`src/rtl/nic_access_scheduler.sv`:
```
// Arbitrates a one-byte transmit slot and NIC receive reads onto a single NIC
// access port, with round-robin fairness and a per-access ack timeout.
module nic_access_scheduler #(
  parameter int WAIT_TIMEOUT = 16
) (
  input  logic       clk,
  input  logic       rst,
  input  logic       tx_req,
  input  logic [7:0] tx_data,
  output logic       tx_accept,
  input  logic       rx_avail,
  input  logic       nic_ack,
  input  logic [7:0] nic_rdata,
  output logic       nic_write,
  output logic       nic_read,
  output logic [7:0] nic_wdata,
  output logic [7:0] rx_data,
  output logic       rx_valid,
  output logic       timeout_err,
  output logic [3:0] tx_count,
  output logic [3:0] rx_count,
  output logic       busy
);

  typedef enum logic [1:0] {IDLE, WRITE, READ} state_t;

  state_t     state_q;
  logic       slot_full_q;
  logic [7:0] slot_data_q;
  logic       prefer_read_q;
  logic [7:0] wait_q;

  logic       capture_d;
  logic       grant_write_d;
  logic       grant_read_d;
  logic       wait_expired_d;

  // The slot only reloads when it was already empty before the edge, so a
  // freed slot is refilled no earlier than the following edge.
  always_comb begin
    capture_d      = tx_req && !slot_full_q;
    grant_write_d  = slot_full_q && (!rx_avail || !prefer_read_q);
    grant_read_d   = rx_avail && (!slot_full_q || prefer_read_q);
    wait_expired_d = (wait_q == 8'(WAIT_TIMEOUT - 1));
  end

  assign nic_wdata = slot_data_q;
  assign busy      = (state_q != IDLE);

  always_ff @(posedge clk or posedge rst) begin
    if (rst) begin
      state_q       <= IDLE;
      slot_full_q   <= 1'b0;
      slot_data_q   <= 8'h00;
      prefer_read_q <= 1'b1;
      wait_q        <= 8'h00;
      tx_accept     <= 1'b0;
      nic_write     <= 1'b0;
      nic_read      <= 1'b0;
      rx_data       <= 8'h00;
      rx_valid      <= 1'b0;
      timeout_err   <= 1'b0;
      tx_count      <= 4'h0;
      rx_count      <= 4'h0;
    end else begin
      tx_accept   <= capture_d;
      rx_valid    <= 1'b0;
      timeout_err <= 1'b0;
      if (capture_d) begin
        slot_full_q <= 1'b1;
        slot_data_q <= tx_data;
      end
      case (state_q)
        IDLE: begin
          wait_q <= 8'h00;
          if (grant_write_d) begin
            state_q       <= WRITE;
            nic_write     <= 1'b1;
            prefer_read_q <= 1'b1;
          end else if (grant_read_d) begin
            state_q       <= READ;
            nic_read      <= 1'b1;
            prefer_read_q <= 1'b0;
          end
        end
        WRITE: begin
          // Ack wins over a timeout landing on the same edge.
          if (nic_ack) begin
            state_q     <= IDLE;
            nic_write   <= 1'b0;
            slot_full_q <= 1'b0;
            tx_count    <= tx_count + 4'd1;
          end else if (wait_expired_d) begin
            state_q     <= IDLE;
            nic_write   <= 1'b0;
            timeout_err <= 1'b1;
          end else begin
            wait_q <= wait_q + 8'd1;
          end
        end
        READ: begin
          if (nic_ack) begin
            state_q  <= IDLE;
            nic_read <= 1'b0;
            rx_data  <= nic_rdata;
            rx_valid <= 1'b1;
            rx_count <= rx_count + 4'd1;
          end else if (wait_expired_d) begin
            state_q     <= IDLE;
            nic_read    <= 1'b0;
            timeout_err <= 1'b1;
          end else begin
            wait_q <= wait_q + 8'd1;
          end
        end
        default: begin
          state_q   <= IDLE;
          nic_write <= 1'b0;
          nic_read  <= 1'b0;
        end
      endcase
    end
  end

endmodule
```
`config.mk`:
```
export PLATFORM = sky130hd
export DESIGN_NAME = nic_access_scheduler
export DESIGN_NICKNAME = d
export VERILOG_FILES = /design/src/rtl/nic_access_scheduler.sv
export SDC_FILE = /design/constraint.sdc
export NUM_CORES = 1
export LEC_CHECK = 0
export CORE_UTILIZATION = 43
export DETAILED_ROUTE_END_ITERATION = 7
export PLACE_DENSITY = 0.76
export REMOVE_ABC_BUFFERS = 1
export SLEW_MARGIN = 10
export SYNTH_ARGS = -nofsm -noshare
export SYNTH_HDL_FRONTEND = slang
export SYNTH_SLANG_ARGS = --single-unit
```
`constraint.sdc`:
```
create_clock -name clk -period 1.63 [get_ports clk]
set_input_delay 0.489 -clock clk [delete_from_list [all_inputs] [get_ports clk]]
set_output_delay 0.489 -clock clk [all_outputs]
set_load 0.02 [all_outputs]
```
==> flow_summary.ini <==
[cts]
clockRootBuffer = clkbuf_8
hold_buffers = 0
clk_latency_ns = 0.29
cts_tree = done
numCtsBuffers = 5
clkTransAtPathRegs_ns = 0.07
htree_levels = 2
clock-sinks = 41
cts_max_path_buffers = 2

[yosys]
ys_warn_count = 0
synth_flop_cell = dfrtp_1
ys_seq_area_share_pct = 55.3
async_flop_share_pct = 100
avgSynthCellArea_um2 = 12.6
synth_edf_count = 0
ys_types = 42
synth_seq_cells = 41
syn_area_mm2 = 0.00186
netlist_instances = 147

[hold_path]
min-delay-start = rx_count[3]
hold_class = reg2reg
whs_path_depth = 1

[global_routing]
grt_pass1_wl_um = 6710
grt-ovfl-total = 0
grt_max_degree = 42
grt_pass1_vias = 1435
antenna_found_initial = 0
grt_usage_pct = 20.3

[worst_setup_path]
crit_required_ns = 1.81
crit_path_end_kind = flop
r2r_cells = 5
rr_startpoint = wait_q[6]
crit_start = wait_q[6]
startpoint_type = flop
worst_ep_arrival_time_ns = 1.82
critPathMaxFanout = 5
regToRegSetupSlack_ns = -0.008
path_class = reg2reg

[place]
gp_congestion = 0.780
post_dp_cell_area_mm2 = 0.00262
numPortBuffers = 50
dp_slack_ns = -0.355
dp_hpwl_um = 3150
dpl.cell_count = 268

[floorplan]
pin_count = 51
initial_utilization_pct = 45.5
dieWidth_um = 67.7
die_area_mm2 = 0.00459
fp-row-count = 23
die_h_um = 67.7
core_mm2 = 0.00409

[timing]
relSlewSlack_pct = 71.7
setup_viol = 1
setup_tns_ns = -0.00784
min_period_ns = 1.64
finalClockSkew_ns = 0.00266
tightest_slew_ns = 0.419
fin_crit_sh_pct = 100
max_freq_ghz = 0.611
finalHoldViolCount = 0
grt_setup_unrepaired = true
setup_ws_ns = -0.00784
slew_viol_final = 0

[final_layout]
final_util_pct = 68.7
stdcell_count = 283
syn2layout_area_growth_pct = 51.2
drive_above_1_share_pct = 35.2
layout_common_cells = 38 x dfrtp_1, 29 x dlygate4sd2_1, 29 x buf_4
fin_area_mm2 = 0.00281
antenna_cells = 0
nets = 260
layout_commonest_cell = dfrtp_1

[detailed_routing]
antenna_left = 0
num_vias = 1491
wl_per_cell_um = 15.8
drc_errors = 0
via_per_inst = 5.27
routed_wirelength_um = 4480
dr.pass1.iters = 4
first_iter_violations = 42

[power]
ir_worst_vdd_v = 0.000908
power.leakage_uw = 0.00133
p_per_area_mw_per_mm2 = 1710

[flow_run]
max_cap_violations = 0

[status]
status = complete, but fails checks
violations = setup timing
final cells by class:
| class | instances | area, um2 |
|---|---|---|
| Fill cell | 302 | 1280 |
| Sequential cell | 41 | 1030 |
| Multi-Input combinational cell | 94 | 867 |
| Timing Repair Buffer | 82 | 737 |
| Clock buffer | 6 | 72.6 |
| Tap cell | 50 | 62.6 |
| Inverter | 8 | 30.0 |
| Clock inverter | 2 | 10.0 |
layer usage:
layer | part of all wire, % | up-vias | GRT usage (%)
li1 | - | 703 | -
met1 | 43 | 747 | 26.0
met2 | 52 | 34 | 32.5
met3 | 3.0 | 7 | 4.56
met4 | 1.7 | 0 | 8.51
met5 | 0 | - | 0
synthesized netlist by cell type, types with 3 or more instances:
| library cell | count | area [um2] |
|---|---|---|
| dfrtp_1 | 40 | 1000 |
| mux2_2 | 19 | 214 |
| a21oi_1 | 8 | 40.0 |
| inv_1 | 8 | 30.0 |
| ha_1 | 7 | 87.6 |
| nand2_1 | 7 | 26.3 |
| and3_1 | 4 | 25.0 |
| nand3_1 | 4 | 20.0 |
| xnor2_1 | 4 | 35.0 |
| a211o_1 | 3 | 26.3 |
| nor2_1 | 3 | 11.3 |
report_power, final:
part	internal (uW)	switching, uW	leakage [uW]
clock network	296	336	0.0000450
logic	1210	1260	0.000776
registers	1430	267	0.000509
total	2930	1860	0.00133
sequential cells by signal (all words and copies together), names as in the netlist:
| signal | count |
|---|---|
| nic_wdata | 8 |
| rx_data | 8 |
| wait_q | 8 |
| rx_count | 4 |
| tx_count | 4 |
| state_q | 2 |
| nic_read | 1 |
| nic_write | 1 |
| prefer_read_q | 1 |
| rx_valid | 1 |
| slot_full_q | 1 |
| timeout_err | 1 |
| tx_accept | 1 |
critical path, stage by stage (launching register included):
cell and delay, ns:
dfrtp_2 0.43, nor3_4 0.35, buf_6 0.16, a2111oi_4 0.08, buf_4 0.16, a221o_2 0.34
logic make-up after synthesis:
kind of cell	Yosys count	share of synthesized area (%)
flops	41	55.3
fa+ha+maj	7	4.71
mux	19	11.5
simple gates	33	10.7
xor+xnor	6	2.83
buf+inv	12	2.56
compound gates	29	12.4
final timing paths:
path | to
hold reg to reg | rx_count[3]
hold / removal | rx_count[3]
max in group asynchronous | prefer_read_q
setup / recovery | wait_q[5]
setup reg to reg | wait_q[5]
min in group asynchronous | rx_data[6]
repair_timing:
item	in CTS	in global routing
gates cloned	0	0
gates resized for setup	41	18
buffers inserted	2	5
setup endpoints to repair	33	12
pin swaps	3	10
stage by stage:
stage | hold slack, ns | total power [uW]
5_1_grt | 0.491 | 5070
3_3_place_gp | 0.458 | 4090
2_1_floorplan | 0.485 | 2950
3_5_place_dp | 0.466 | 4220
6_report | 0.473 | 4790
4_1_cts | 0.476 | 4700
No activity file was read; power rests on OpenSTA's default activity.
